--- src/rtl/multi_debouncer_pkg.sv ---
// ============================================================================
// Module      : multi_debouncer_pkg
// Description : Shared constants for the multi-channel button debouncer.
//               Timing defaults are in clk_i cycles at 100 MHz.
// Revision    : 1.0 - initial release
// ============================================================================
`default_nettype none

package multi_debouncer_pkg;

    // 500 us lockout after an accepted change
    localparam int DEF_LOCK_CYC   = 50_000;
    // 250 ms hold before the first auto-repeat, then one repeat every 50 ms
    localparam int DEF_RPT_DELAY  = 25_000_000;
    localparam int DEF_RPT_PERIOD = 5_000_000;

    // Channel assignment on the game board
    localparam int CH_UP     = 0;
    localparam int CH_DOWN   = 1;
    localparam int CH_LEFT   = 2;
    localparam int CH_RIGHT  = 3;
    localparam int CH_CENTER = 4;

    // Bits needed to hold values 0..max_val (never less than one bit)
    function automatic int width_for(input int max_val);
        if (max_val < 1) begin
            return 1;
        end
        return $clog2(max_val + 1);
    endfunction

endpackage

`default_nettype wire

--- src/rtl/multi_debouncer_debounce_ch.sv ---
// ============================================================================
// Module      : debounce_ch
// Description : One button channel: 2-flop synchroniser, accept-then-lockout
//               filter, debounced level and registered rise/fall/press pulses.
//               Auto-repeat counter built only when
//               MULTI_DEBOUNCER_AUTOREPEAT_EN is defined.
// Revision    : 1.0 - initial release
// ============================================================================
`default_nettype none

module debounce_ch
    import multi_debouncer_pkg::*;
#(
    parameter int LOCK_CYC   = DEF_LOCK_CYC,
    parameter int CNT_W      = 20
`ifdef MULTI_DEBOUNCER_AUTOREPEAT_EN
    ,
    parameter int RPT_DELAY  = DEF_RPT_DELAY,
    parameter int RPT_PERIOD = DEF_RPT_PERIOD,
    parameter int RPT_W      = 26
`endif
) (
    input  logic clk_i,
    input  logic reset,
    input  logic i_btn,
    output logic o_level,
    output logic o_rise,
    output logic o_fall,
    output logic o_press,
    // press value that will be registered on the next edge, for the
    // top-level OR so any_press lines up with the per-channel pulse
    output logic o_press_nxt
);

    localparam logic [CNT_W-1:0] c_LOCK_LOAD = CNT_W'(LOCK_CYC - 1);
    localparam logic [CNT_W-1:0] c_LOCK_ONE  = CNT_W'(1);

    logic             r_s1;
    logic             r_s2;
    logic             r_level;
    logic             r_rise;
    logic             r_fall;
    logic             r_press;
    logic [CNT_W-1:0] r_lock_cnt;

    logic             w_accept;
    logic             w_press_nxt;

    // A change is taken the moment the synchronised input differs from the
    // level, provided the previous change's lockout has run out.
    assign w_accept = (r_s2 != r_level) && (r_lock_cnt == '0);

    // Two-flop synchroniser for the asynchronous pin
    always_ff @(posedge clk_i or negedge reset) begin
        if (!reset) begin
            r_s1 <= 1'b0;
            r_s2 <= 1'b0;
        end else begin
            r_s1 <= i_btn;
            r_s2 <= r_s1;
        end
    end

    // Accept-then-lockout filter with its rise/fall pulses
    always_ff @(posedge clk_i or negedge reset) begin
        if (!reset) begin
            r_level    <= 1'b0;
            r_lock_cnt <= '0;
            r_rise     <= 1'b0;
            r_fall     <= 1'b0;
        end else begin
            r_rise <= w_accept &&  r_s2;
            r_fall <= w_accept && !r_s2;
            if (w_accept) begin
                r_level    <= r_s2;
                r_lock_cnt <= c_LOCK_LOAD;
            end else if (r_lock_cnt != '0) begin
                r_lock_cnt <= r_lock_cnt - c_LOCK_ONE;
            end
        end
    end

`ifdef MULTI_DEBOUNCER_AUTOREPEAT_EN
    localparam logic [RPT_W-1:0] c_RPT_DELAY_LOAD  = RPT_W'(RPT_DELAY - 1);
    localparam logic [RPT_W-1:0] c_RPT_PERIOD_LOAD = RPT_W'(RPT_PERIOD - 1);
    localparam logic [RPT_W-1:0] c_RPT_ONE         = RPT_W'(1);

    logic [RPT_W-1:0] r_rpt_cnt;
    logic             w_tick;

    // While held, an expired counter produces a repeat tick. With the level
    // high any accept is a fall, and a fall suppresses the tick.
    assign w_tick      = r_level && !w_accept && (r_rpt_cnt == '0);
    assign w_press_nxt = (w_accept && r_s2) || w_tick;

    // Repeat counter: armed on rise, reloaded on each tick, cleared on fall
    always_ff @(posedge clk_i or negedge reset) begin
        if (!reset) begin
            r_rpt_cnt <= '0;
        end else if (w_accept) begin
            r_rpt_cnt <= r_s2 ? c_RPT_DELAY_LOAD : '0;
        end else if (r_level) begin
            if (r_rpt_cnt == '0) begin
                r_rpt_cnt <= c_RPT_PERIOD_LOAD;
            end else begin
                r_rpt_cnt <= r_rpt_cnt - c_RPT_ONE;
            end
        end
    end
`else
    // Without auto-repeat a press is exactly a rise
    assign w_press_nxt = w_accept && r_s2;
`endif

    // Registered press pulse
    always_ff @(posedge clk_i or negedge reset) begin
        if (!reset) begin
            r_press <= 1'b0;
        end else begin
            r_press <= w_press_nxt;
        end
    end

    assign o_level     = r_level;
    assign o_rise      = r_rise;
    assign o_fall      = r_fall;
    assign o_press     = r_press;
    assign o_press_nxt = w_press_nxt;

endmodule

`default_nettype wire

--- src/rtl/multi_debouncer.sv ---
// ============================================================================
// Module      : multi_debouncer
// Description : N-channel push-button conditioner. One independent
//               debounce_ch per button plus a registered OR of all press
//               pulses. Optional auto-repeat: MULTI_DEBOUNCER_AUTOREPEAT_EN.
// Revision    : 1.0 - initial release
// ============================================================================
`default_nettype none

module multi_debouncer
    import multi_debouncer_pkg::*;
#(
    parameter int N_CH       = 5,
    parameter int LOCK_CYC   = DEF_LOCK_CYC,
    parameter int CNT_W      = 20,
    parameter int RPT_DELAY  = DEF_RPT_DELAY,
    parameter int RPT_PERIOD = DEF_RPT_PERIOD,
    parameter int RPT_W      = 26
) (
    input  logic            clk_i,
    input  logic            reset,
    input  logic [N_CH-1:0] btn_i,
    output logic [N_CH-1:0] btn_level_o,
    output logic [N_CH-1:0] btn_rise_o,
    output logic [N_CH-1:0] btn_fall_o,
    output logic [N_CH-1:0] btn_press_o,
    output logic            any_press_o
);

    localparam int c_RPT_MAX = (RPT_DELAY > RPT_PERIOD) ? RPT_DELAY : RPT_PERIOD;

    logic [N_CH-1:0] w_press_nxt;
    logic            r_any_press;

    // The lockout reload value has to fit the lock counter
    if ((LOCK_CYC < 1) || (width_for(LOCK_CYC - 1) > CNT_W)) begin : g_bad_lock
        $error("multi_debouncer: LOCK_CYC=%0d out of range for CNT_W=%0d",
               LOCK_CYC, CNT_W);
    end

    // The repeat reload values have to fit the repeat counter
    if ((RPT_DELAY < 1) || (RPT_PERIOD < 1) ||
        (width_for(c_RPT_MAX - 1) > RPT_W)) begin : g_bad_rpt
        $error("multi_debouncer: RPT_DELAY/RPT_PERIOD do not fit RPT_W=%0d",
               RPT_W);
    end

    for (genvar g = 0; g < N_CH; g++) begin : g_ch
        debounce_ch #(
            .LOCK_CYC   (LOCK_CYC),
            .CNT_W      (CNT_W)
`ifdef MULTI_DEBOUNCER_AUTOREPEAT_EN
            ,
            .RPT_DELAY  (RPT_DELAY),
            .RPT_PERIOD (RPT_PERIOD),
            .RPT_W      (RPT_W)
`endif
        ) u_ch (
            .clk_i       (clk_i),
            .reset       (reset),
            .i_btn       (btn_i[g]),
            .o_level     (btn_level_o[g]),
            .o_rise      (btn_rise_o[g]),
            .o_fall      (btn_fall_o[g]),
            .o_press     (btn_press_o[g]),
            .o_press_nxt (w_press_nxt[g])
        );
    end

    // OR of the next-cycle press values so any_press rises with btn_press_o
    always_ff @(posedge clk_i or negedge reset) begin
        if (!reset) begin
            r_any_press <= 1'b0;
        end else begin
            r_any_press <= |w_press_nxt;
        end
    end

    assign any_press_o = r_any_press;

endmodule

`default_nettype wire

--- config.mk ---
export PLATFORM = sky130hd
export DESIGN_NAME = multi_debouncer
export DESIGN_NICKNAME = d
export VERILOG_FILES = /design/src/rtl/multi_debouncer_pkg.sv /design/src/rtl/multi_debouncer_debounce_ch.sv /design/src/rtl/multi_debouncer.sv
export SDC_FILE = /design/constraint.sdc
export NUM_CORES = 1
export LEC_CHECK = 0
export BUFFER_PORTS_ARGS = -buffer_cell sky130_fd_sc_hd__buf_2
export CAP_MARGIN = 30
export CORE_UTILIZATION = 45
export CTS_CLUSTER_SIZE = 16
export DETAILED_ROUTE_END_ITERATION = 7
export HOLD_SLACK_MARGIN = 0.12
export PLACE_DENSITY = 0.66
export SETUP_SLACK_MARGIN = 0.15
export SYNTH_ARGS = -nofsm -noshare
export SYNTH_HDL_FRONTEND = slang
export SYNTH_SLANG_ARGS = --single-unit
--- constraint.sdc ---
create_clock -name clk_i -period 3.3 [get_ports clk_i]
set_input_delay 0.165 -clock clk_i [delete_from_list [all_inputs] [get_ports clk_i]]
set_output_delay 0.165 -clock clk_i [all_outputs]
set_load 0.02 [all_outputs]
==> results of run 1 <==
==> placed cells by master (no fill, tap or decap), types with 5 or more instances in the layout <==
master / synthesis / layout
nand3_1: 16 / 16
and4_1: 6 / 6
a211oi_1: 14 / 14
nand2b_1: 7 / 7
ha_1: 9 / 9
inv_1: 15 / 15
nor3b_1: 12 / 12
clkbuf_16: 0 / 17
a21oi_1: 24 / 24
nor3_1: 45 / 45
clkinvlp_4: 0 / 5
nand2_1: 39 / 39
xnor2_1: 24 / 24
o21ai_0: 12 / 12
nor4_1: 20 / 20
and2_1: 5 / 5
o31ai_1: 5 / 5
dlygate4sd3_1: 0 / 6
mux2i_1: 9 / 9
xor2_1: 26 / 26
nand4_1: 7 / 7
buf_2: 3 / 26
nor2_1: 45 / 45
mux2_2: 6 / 6
or3_1: 17 / 17
dfrtp_1: 126 / 126
==> per-layer routing <==
metal,GRT usage,share of wire
met2,0.270,0.47
met4,0.0745,0.018
met1,0.229,0.48
met5,0,0
met3,0.0470,0.032
==> metrics by stage <==
stage                     total power, W  hold slack [ns]  utilization  cells
final                            0.00577            0.345        0.525    788
after global routing             0.00613            0.357        0.525    788
after CTS                        0.00582            0.346        0.525    788
after detailed placement         0.00386            0.275        0.473    750
after global placement           0.00379            0.274        0.473    750
after floorplan                  0.00351           -0.131            -    573
==> kinds of logic (layout without fill, tap and decap cells) <==
logic type               count (synthesis)  count (layout)
AND/OR/NAND/NOR                        257             257
flip-flops                             126             126
AO/OA/AOI/OAI                           71              71
XOR/XNOR                                50              50
buffers and inverters                   44              83
multiplexers                            16              16
adder cells (fa/ha/maj)                  9               9
==> timing repair <==
action / in CTS / in global routing
hold buffers: 6 / 0
endpoints found under the hold margin: 68 / 0
setup buffers: 0 / 0
==> layout make-up <==
| cell class | instances | area (um2) |
|---|---|---|
| Tap cell | 176 | 220 |
| Fill cell | 1136 | 6270 |
| Inverter | 15 | 56.3 |
| Clock buffer | 19 | 453 |
| Timing Repair Buffer | 36 | 220 |
| Clock inverter | 13 | 164 |
| Sequential cell | 126 | 3150 |
| Multi-Input combinational cell | 403 | 2660 |
==> power by group <==
group	switching, W	internal, W	total (W)
sequential	0.000550	0.00202	0.00257
combinational	0.000692	0.000594	0.00129
clock	0.000685	0.00123	0.00191
==> sequential cells by signal (all words and copies together) (netlist names) <==
name                  flops
g_ch.u_ch.r_s1            5
g_ch.u_ch.o_level         5
g_ch.u_ch.r_s2            5
any_press_o               1
g_ch.u_ch.r_lock_cnt    100
g_ch.u_ch.o_press         5
g_ch.u_ch.o_fall          5
==> worst register-to-register path: stages, from the launching register on <==
cell and delay (ns):
dfrtp_1 0.39, inv_1 0.14, ha_1 0.19, nor4b_1 0.59
and4bb_2 0.37, and2_1 0.31, nor3_1 0.09, a211oi_1 0.26
==> synth_stat cells, types with 2 or more instances <==
cell        n
dfrtp_1   126
nor2_1     45
nor3_1     45
nand2_1    39
xor2_1     26
a21oi_1    24
xnor2_1    24
buf_4      21
nor4_1     20
or3_1      17
nand3_1    16
inv_1      15
a211oi_1   14
nor3b_1    12
o21ai_0    12
ha_1        9
mux2i_1     9
nand2b_1    7
nand4_1     7
and4_1      6
mux2_2      6
and2_1      5
o31ai_1     5
and3_1      4
clkbuf_1    4
nand4b_1    4
or4_1       4
or4_4       4
a31oi_1     3
buf_2       3
nand3b_1    3
nor4_2      3
nor2b_1     2
nor3_4      2
nor4_4      2
==> worst min-delay path by stage <==
stage                                       end  slack (ns)  depth (start not counted)
global placement    g_ch[2].u_ch.r_s1$_DFF_PN0_        0.27                          1
CTS                 g_ch[4].u_ch.r_s2$_DFF_PN0_        0.35                          0
global route        g_ch[2].u_ch.r_s2$_DFF_PN0_        0.36                          0
detailed placement  g_ch[1].u_ch.r_s1$_DFF_PN0_        0.27                          1
finish              g_ch[4].u_ch.r_s2$_DFF_PN0_        0.35                          0
floorplan                 any_press_o$_DFF_PN0_       -0.13                          0
==> metrics, run 1 <==
Net Count, Synth 589; layout cells sized above 1 0.137; TritonCTS clock tree yes; hpwl dp 7770 um; cells after synthesis 573; area share of the largest cell type after synthesis 0.520; Port Buf Inserts 27; DRT antenna net count 0; post-CTS sizing 0; CP delay by family, top simple AND/OR/NAND/NOR gates; Final #Nets 615; Hold Crit Start g_ch[4].u_ch.r_s1$_DFF_PN0_; Worst Setup Start Kind flop; total vias in the final route 4288; Chip Width 118 um; initial core utilization 0.460; drt wl/cell 14.3 um; Post-synth EDFFs 0; Synth Area in Adders 0.0186; maxcap violations 0; final hold vios 0; die height 118 um; DRC violations left 0; fin. max-slew vios 0; RR Startpoint g_ch[0].u_ch.r_lock_cnt[0]$_DFFE_PN0P_; slew margin rel. 0.339; XOR/XNOR Fraction of Synth Area 0.0722; Core Rows 42; global-route wire length before repair 19300 um; clk slew on worst S/H paths 0.06 ns; Tot GR Track Use 0.174; CTS root buf clkbuf_16; post-synthesis mux area share 0.0279; Netlist cell types 60; vias in the first global route 4143; P&R area growth vs syn 14.2%; Worst Setup SP g_ch[0].u_ch.r_lock_cnt[0]$_DFFE_PN0P_; HP Class reg2reg; Setup Total Neg Slack 0 ns; RSZ-0062 raised after global routing false; clk_lat worst skew 0.41 ns; Synth async-reset ratio 1.00; total CTS buffers 17; #FFs+latches synth 126; H-tree depth 4; final setup violation count 0; initial antenna violation count 0; Place WS 0.950 ns; fin area 6920 um2; diode count 0; largest area contributor in the netlist dfrtp_1; via/cell ratio 5.44; largest cells by area after synthesis dfrtp_1, xor2_1, nor3_1; run status finished clean; Reg-to-Reg End g_ch[0].u_ch.r_lock_cnt[9]$_DFFE_PN0P_; Synth Area in Compound Gates 0.0735; Clock Skew 0.00652 ns; Core Area 13200 um2; Worst EP arrival 2.73 ns; Ports 28; Worst R2R Path Depth 7; slowest stage delay, CP 0.59 ns; LEAKAGE 3.06 nW; Crit. path cell count 7; Most used DFF post-synth dfrtp_1; Min Clock Period, post-route 2.43 ns; Clock Path Buffers 2; final WL 11200 um; setup slack, reg-to-reg 0.87 ns; Synth Area per Inst 10.6 um2; pin count of the biggest net entering global routing 67; Final Cycle Share 0.735; Max stage delay cell, worst path nor4b_1; First DRT Iteration DRCs 189; CP Class reg2reg; gpl congestion 0.800; 1st-pass router iterations 4; power density cells 834 nW/um2; Buf/Inv on CP 1; Post-DP Area 6240 um2; CP Cell Sequence inv_1, ha_1, nor4b_1, and4bb_2, and2_1, nor3_1, a211oi_1; GRT overflow 0; Fmax achieved 412 MHz; worst setup path end g_ch[0].u_ch.r_lock_cnt[9]$_DFFE_PN0P_; setup slack after layout 0.873 ns; Worst Setup End Kind flop; sequential fraction of the synthesis area 0.520; worst-path maximum fanout 8; Netlist Area Pre-Place 6060 um2; Synth Area in Simple Gates 0.246; Clock Sinks 126; critical path required time 3.61 ns; peak supply drop 0.000461 V; largest family of logic cells by synthesized area simple AND/OR/NAND/NOR gates; worst slew pin tran 0.983 ns; yosys warns 0; Die Area 13900 um2
No activity file was read; power rests on OpenSTA's default activity.
==> inputs of run 2 (changes only) <==
--- a/config.mk
+++ b/config.mk
@@ -11,7 +11,7 @@
 export CTS_CLUSTER_SIZE = 16
 export DETAILED_ROUTE_END_ITERATION = 7
 export HOLD_SLACK_MARGIN = 0.12
-export PLACE_DENSITY = 0.66
+export PLACE_DENSITY = 0.69
 export SETUP_SLACK_MARGIN = 0.15
 export SYNTH_ARGS = -nofsm -noshare
 export SYNTH_HDL_FRONTEND = slang
==> constraint.sdc (replaced) <==
create_clock -name clk_i -period 2.2 [get_ports clk_i]
set_input_delay 0.11 -clock clk_i [delete_from_list [all_inputs] [get_ports clk_i]]
set_output_delay 0.11 -clock clk_i [all_outputs]
set_load 0.02 [all_outputs]
==> run 2 against run 1 <==
Via count is 4.1% higher; final cell count is 5.2% higher; wire length increased by 9.6%; global-route usage rose by 1.4 points; clock skew is essentially flat; highest routed layer unchanged; flip-flop and latch count did not move; combinational power rose by 81%; core utilization rose by 3.4 points; final area up 6.5%; power grew 54%; hold slack got worse by 0.12 ns; largest cell class unchanged; clock-buffer cell count is 1 lower.
==> metrics, run 2 (synthesis gave the netlist of run 1 again) <==
Clock Sinks 126 (unchanged); First DRT Iteration DRCs 331 (was 189); Ports 28 (unchanged); via/cell ratio 5.38 (was 5.44); hpwl dp 8020 um (was 7770 um); total vias in the final route 4462 (was 4288); most common cell after layout, fill and taps aside dfrtp_1 (unchanged); Tot GR Track Use 0.188 (was 0.174); maxcap violations 0 (unchanged); DRT antenna net count 0 (unchanged); slew margin rel. 0.611 (was 0.339); setup slack after layout 0.161 ns (was 0.873 ns); initial core utilization 0.460 (unchanged); fin. max-slew vios 0 (unchanged); worst slew pin tran 0.583 ns (was 0.983 ns); clk slew on worst S/H paths 0.06 ns (about the same); power density cells 1210 nW/um2 (was 834 nW/um2); diode count 0 (unchanged); 1st-pass router iterations 4 (unchanged); critical path required time 2.55 ns (was 3.61 ns); Worst EP arrival 2.39 ns (was 2.73 ns); Reg area 3160 um2 (was 3150 um2); Clock Path Buffers 2 (unchanged); Die Area 13900 um2 (unchanged); Worst Setup Start Kind flop (unchanged); Final Cycle Share 0.927 (was 0.735); CTS root buf clkbuf_16 (unchanged); net switching power figure 0.00315 W (was 0.00193 W); P&R area growth vs syn 21.6% (was 14.2%); initial antenna violation count 0 (unchanged); Chip Width 118 um (unchanged); total CTS buffers 17 (unchanged); Max stage delay cell, worst path or4_4 (was nor4b_1); switching share of power 0.353 (was 0.334); Worst Setup End Kind flop (unchanged); global-route wire length before repair 20800 um (was 19300 um); combinational share of power 0.262 (was 0.223); run status finished clean (unchanged); cell internal pwr 0.00576 W (was 0.00384 W); Clock Skew 0.00616 ns (was 0.00652 ns); clk_lat worst skew 0.42 ns (was 0.41 ns); Final #Nets 656 (was 615); LEAKAGE 3.28 nW (was 3.06 nW); final setup violation count 0 (unchanged); most frequent cells in the layout dfrtp_1, nor2_1, buf_4 (was dfrtp_1, nor2_1, nor3_1); Seq pwr share 0.441 (was 0.446); max reg flops 100 (unchanged); RSZ-0062 raised after global routing true (was false); HP Class in2async (was reg2reg); Fmax achieved 490 MHz (was 412 MHz); H-tree depth 4 (unchanged); final hold vios 0 (unchanged); Port Buf Inserts 27 (unchanged); clock power share 0.297 (was 0.331); gpl congestion 0.844 (was 0.800); peak supply drop 0.000554 V (was 0.000461 V); fin util 0.559 (was 0.525); Core Rows 42 (unchanged); Multi-input gate area 2830 um2 (was 2660 um2); Core Area 13200 um2 (unchanged); CP Cell Sequence or4_4, nor4_4, buf_4, nand3_2, nor3_2, xor2_1 (was inv_1, ha_1, nor4b_1, and4bb_2, and2_1, nor3_1, a211oi_1); final WL 12300 um (was 11200 um); Reg with most FFs g_ch.u_ch.r_lock_cnt (unchanged); die height 118 um (unchanged); Place WS 0.137 ns (was 0.950 ns); TritonCTS clock tree yes (unchanged); CP Class reg2reg (unchanged); worst-path maximum fanout 4 (was 8); vias in the first global route 4388 (was 4143); layout cells sized above 1 0.243 (was 0.137); GRT overflow 0 (unchanged); Min Clock Period, post-route 2.04 ns (was 2.43 ns); Setup Total Neg Slack 0 ns (unchanged); DRC violations left 0 (unchanged); pin count of the biggest net entering global routing 60 (was 67); drt wl/cell 14.8 um (was 14.3 um); slowest stage delay, CP 0.57 ns (was 0.59 ns); Layout fillers 1098 (was 1136)
## run 2: cell count changes in the layout (fill, tap and decap cells not counted), moves of 3 or more
cell     before  now
or4_1         4    1
nor3_2        0    8
or4_4         4    7
nand2_2       0    3
inv_6         1    4
nor4_2        3    6
buf_4         4   41
nand2_1      39   36
nor4_1       20   16
nor3_1       45   37
## run 2: layout make-up
cell class / count / area share
flip-flops and latches: 126 / 0.428
clock buffers: 18 / 0.0582
clock inverters: 14 / 0.0183
multi-input cells: 403 / 0.384
repair buffers: 77 / 0.0740
inverters: 15 / 0.00764
well taps: 176 / 0.0299
## run 2: timing repair
action | CTS | global route
setup endpoints to repair | 13 | 49
resized for setup | 6 | 39
cloned | 0 | 1
hold buffers | 6 | 0
endpoints found under the hold margin | 48 | 0
buffers inserted | 3 | 11
pin swaps | 3 | 20
## run 2: critical path, delay by kind of cell (launching register included)
| kind | cells | cell delay [ns] |
|---|---|---|
| buffers and inverters | 1 | 0.21 |
| flip-flops | 1 | 0.42 |
| XOR/XNOR | 1 | 0.16 |
| AND/OR/NAND/NOR | 4 | 1.18 |
## run 2: final timing paths
| path | from | endpoint | slack, ns | cells past startpoint |
|---|---|---|---|---|
| worst max-delay path | g_ch[2].u_ch.r_lock_cnt[7]$_DFFE_PN0P_ | g_ch[2].u_ch.r_lock_cnt[18]$_DFFE_PN0P_ | 0.16 | 6 |
| worst min-delay path | reset | g_ch[2].u_ch.r_lock_cnt[19]$_DFFE_PN0P_ | 0.22 | 2 |
| worst max register to register | g_ch[2].u_ch.r_lock_cnt[7]$_DFFE_PN0P_ | g_ch[2].u_ch.r_lock_cnt[18]$_DFFE_PN0P_ | 0.16 | 6 |
| worst min register to register | g_ch[1].u_ch.r_s1$_DFF_PN0_ | g_ch[1].u_ch.r_s2$_DFF_PN0_ | 0.35 | 0 |
| max in group asynchronous | reset | g_ch[4].u_ch.r_lock_cnt[8]$_DFFE_PN0P_ | 1.25 | 3 |
| min in group clk_i | btn_i[3] | g_ch[3].u_ch.r_s1$_DFF_PN0_ | 0.32 | 2 |
## run 2: metal layers
metal / part of all wire / global-route usage / vias to the layer above
met2: 0.49 / 0.294 / 70
li1: - / - / 2191
met5: 0 / 0 / -
met3: 0.033 / 0.0460 / 16
met1: 0.46 / 0.250 / 2185
met4: 0.015 / 0.0769 / 0
## run 2: stage by stage
stage	std cells	hold WS [ns]	area, um2	power, W
after floorplan	573	-0.186	6060	0.00527
after global placement	776	0.143	6450	0.00583
after detailed placement	776	0.157	6450	0.00595
after CTS	817	0.251	7120	0.00870
after global routing	829	0.285	7370	0.00947
final	829	0.223	7370	0.00891
## run 2: power groups by stage
stage | Combinational, W | Clock [W] | Sequential [W]
after floorplan | 0.00157 | 0 | 0.00369
after global placement | 0.00199 | 0 | 0.00384
after global routing | 0.00261 | 0.00280 | 0.00406
final | 0.00233 | 0.00265 | 0.00393
after detailed placement | 0.00207 | 0 | 0.00388
after CTS | 0.00212 | 0.00271 | 0.00387
==> inputs of run 3 (changes only) <==
--- a/config.mk
+++ b/config.mk
@@ -5,8 +5,9 @@
 export SDC_FILE = /design/constraint.sdc
 export NUM_CORES = 1
 export LEC_CHECK = 0
-export BUFFER_PORTS_ARGS = -buffer_cell sky130_fd_sc_hd__buf_2
+export BUFFER_PORTS_ARGS = -buffer_cell sky130_fd_sc_hd__buf_4
 export CAP_MARGIN = 30
+export CORE_ASPECT_RATIO = 0.75
 export CORE_UTILIZATION = 45
 export CTS_CLUSTER_SIZE = 16
 export DETAILED_ROUTE_END_ITERATION = 7
==> run 3 against run 2 <==
Final cell count is 1.3% lower; clock skew is 0.00057 ns higher; combinational power hardly changed; sequential power hardly changed; flip-flop and latch count stayed put; register-to-register slack hardly changed; via count is 2.7% higher; critical path type unchanged.
==> metrics, run 3 (synthesis gave the netlist of run 1 again) <==
CP Class reg2reg (unchanged); Die Area 13900 um2 (about the same); 1st-pass router iterations 4 (unchanged); Metal-1 WL 6210 um (was 5690 um); layout cells sized above 1 0.230 (was 0.243); total vias in the final route 4584 (was 4462); Port Buf Inserts 27 (unchanged); Worst R2R Path Depth 5 (was 6); Reg with most FFs g_ch.u_ch.r_lock_cnt (unchanged); final WL 12900 um (was 12300 um); setup slack, reg-to-reg 0.15 ns (was 0.16 ns); global-route wire length before repair 21500 um (was 20800 um); initial antenna violation count 0 (unchanged); die height 103 um (was 118 um); Clock Path Buffers 2 (unchanged); Worst Setup End Kind flop (unchanged); clk_lat worst skew 0.42 ns (about the same); pin count of the biggest net entering global routing 46 (was 60); fin util 0.564 (was 0.559); most common cell after layout, fill and taps aside dfrtp_1 (unchanged); initial core utilization 0.464 (was 0.460); total CTS buffers 17 (unchanged); Core Rows 36 (was 42); LEAKAGE 3.27 nW (was 3.28 nW); TritonCTS clock tree yes (unchanged); worst hold slack 0.239 ns (was 0.223 ns); met2 routed WL 6010 um (was 6020 um); highest routed layer met4 (unchanged); max reg flops 100 (unchanged); Min Clock Period, post-route 2.05 ns (was 2.04 ns); Final #Nets 653 (was 656); maxcap violations 0 (unchanged); GRT overflow 0 (unchanged); Final Cycle Share 0.933 (was 0.927); critical path required time 2.52 ns (was 2.55 ns); First DRT Iteration DRCs 290 (was 331); run status finished clean (unchanged); most frequent cells in the layout dfrtp_1, buf_4, nor2_1 (was dfrtp_1, nor2_1, buf_4); RR Startpoint g_ch[2].u_ch.r_lock_cnt[7]$_DFFE_PN0P_ (unchanged); Fmax achieved 487 MHz (was 490 MHz); Reg-to-Reg End g_ch[2].u_ch.r_lock_cnt[14]$_DFFE_PN0P_ (was g_ch[2].u_ch.r_lock_cnt[18]$_DFFE_PN0P_); power density cells 1210 nW/um2 (about the same); RSZ-0062 raised after global routing true (unchanged); final hold vios 0 (unchanged); Clock Sinks 126 (unchanged); P&R area growth vs syn 21.5% (was 21.6%); worst slew pin tran 0.604 ns (was 0.583 ns); slew margin rel. 0.597 (was 0.611); final setup violation count 0 (unchanged); DRC violations left 0 (unchanged); DRT antenna net count 0 (unchanged); Post-DP Area 6510 um2 (was 6450 um2); drt wl/cell 15.7 um (was 14.8 um); vias in the first global route 4446 (was 4388); clk slew on worst S/H paths 0.06 ns (about the same); peak supply drop 0.000630 V (was 0.000554 V); hpwl dp 8500 um (was 8020 um); H-tree depth 4 (unchanged); HP Class in2async (unchanged); Ports 28 (unchanged); Core Area 13100 um2 (was 13200 um2); via/cell ratio 5.60 (was 5.38); Setup Total Neg Slack 0 ns (unchanged); fin area 7370 um2 (about the same); worst-path maximum fanout 8 (was 4); Layout fillers 1093 (was 1098); Tot GR Track Use 0.199 (was 0.188); CTS root buf clkbuf_16 (unchanged); fin. max-slew vios 0 (unchanged); Chip Width 136 um (was 118 um); Worst EP arrival 2.38 ns (was 2.39 ns); diode count 0 (unchanged); Worst Setup Start Kind flop (unchanged); met3 WL 502 um (was 405 um); Clock Skew 0.00672 ns (was 0.00616 ns); gpl congestion 0.858 (was 0.844)
run 3: cell types whose count changed in the layout (fill, tap and decap cells not counted), sizes merged:
cell      change
inv           -5
buf           -3
clkbuf        +3
clkinvlp      -2
bufinv        +1
run 3: worst max path at each step:
stage                                                 start                                 endpoint  slack [ns]  depth (start not counted)
floorplan            g_ch[4].u_ch.r_lock_cnt[5]$_DFFE_PN0P_   g_ch[4].u_ch.r_lock_cnt[2]$_DFFE_PN0P_        0.17                          6
global placement    g_ch[2].u_ch.r_lock_cnt[11]$_DFFE_PN0P_  g_ch[2].u_ch.r_lock_cnt[11]$_DFFE_PN0P_        0.18                          5
detailed placement  g_ch[2].u_ch.r_lock_cnt[11]$_DFFE_PN0P_  g_ch[2].u_ch.r_lock_cnt[14]$_DFFE_PN0P_        0.07                          5
CTS                 g_ch[2].u_ch.r_lock_cnt[11]$_DFFE_PN0P_  g_ch[2].u_ch.r_lock_cnt[14]$_DFFE_PN0P_        0.14                          5
global route         g_ch[2].u_ch.r_lock_cnt[7]$_DFFE_PN0P_  g_ch[2].u_ch.r_lock_cnt[17]$_DFFE_PN0P_        0.06                          6
finish               g_ch[2].u_ch.r_lock_cnt[7]$_DFFE_PN0P_  g_ch[2].u_ch.r_lock_cnt[14]$_DFFE_PN0P_        0.15                          5
run 3: worst max-delay path, stage by stage (launching register included):
cell and delay (ns):
dfrtp_1 0.41, or4_4 0.57, nor4_4 0.33, and3_4 0.32, a221oi_1 0.12, a31oi_1 0.21
run 3: cell type report:
cell class / count / area, um2 / share of cell area
Tap cell: 171 / 214 / 0.0290
Sequential cell: 126 / 3150 / 0.428
Multi-Input combinational cell: 403 / 2800 / 0.380
Clock inverter: 8 / 92.6 / 0.0126
Inverter: 15 / 56.3 / 0.00764
Clock buffer: 21 / 460 / 0.0625
Timing Repair Buffer: 74 / 587 / 0.0797
run 3: power breakdown:
| part | switching, W | internal, W |
|---|---|---|
| registers | 0.000886 | 0.00303 |
| clock network | 0.000966 | 0.00169 |
| logic | 0.00120 | 0.00115 |
run 3: through the flow:
stage	total power [W]	cells	worst slack (ns)
2_1_floorplan	0.00527	573	0.174
3_3_place_gp	0.00587	771	0.184
3_5_place_dp	0.00598	771	0.0741
4_1_cts	0.00872	806	0.136
5_1_grt	0.00949	818	0.0610
6_report	0.00893	818	0.148
run 3: timing repair:
action                                  4_1_cts  5_1_grt
endpoints found under the setup margin       14       43
hold endpoints to repair                     47        0
setup buffers                                 0       12
gates resized for setup                       4       34
pin swaps                                     3       13
hold buffers                                  6        0
run 3: layer usage:
metal  up-vias  GRT usage
met5         -          0
met4         0     0.0615
met3        12     0.0590
met2        96      0.305
met1      2292      0.274
li1       2184          -
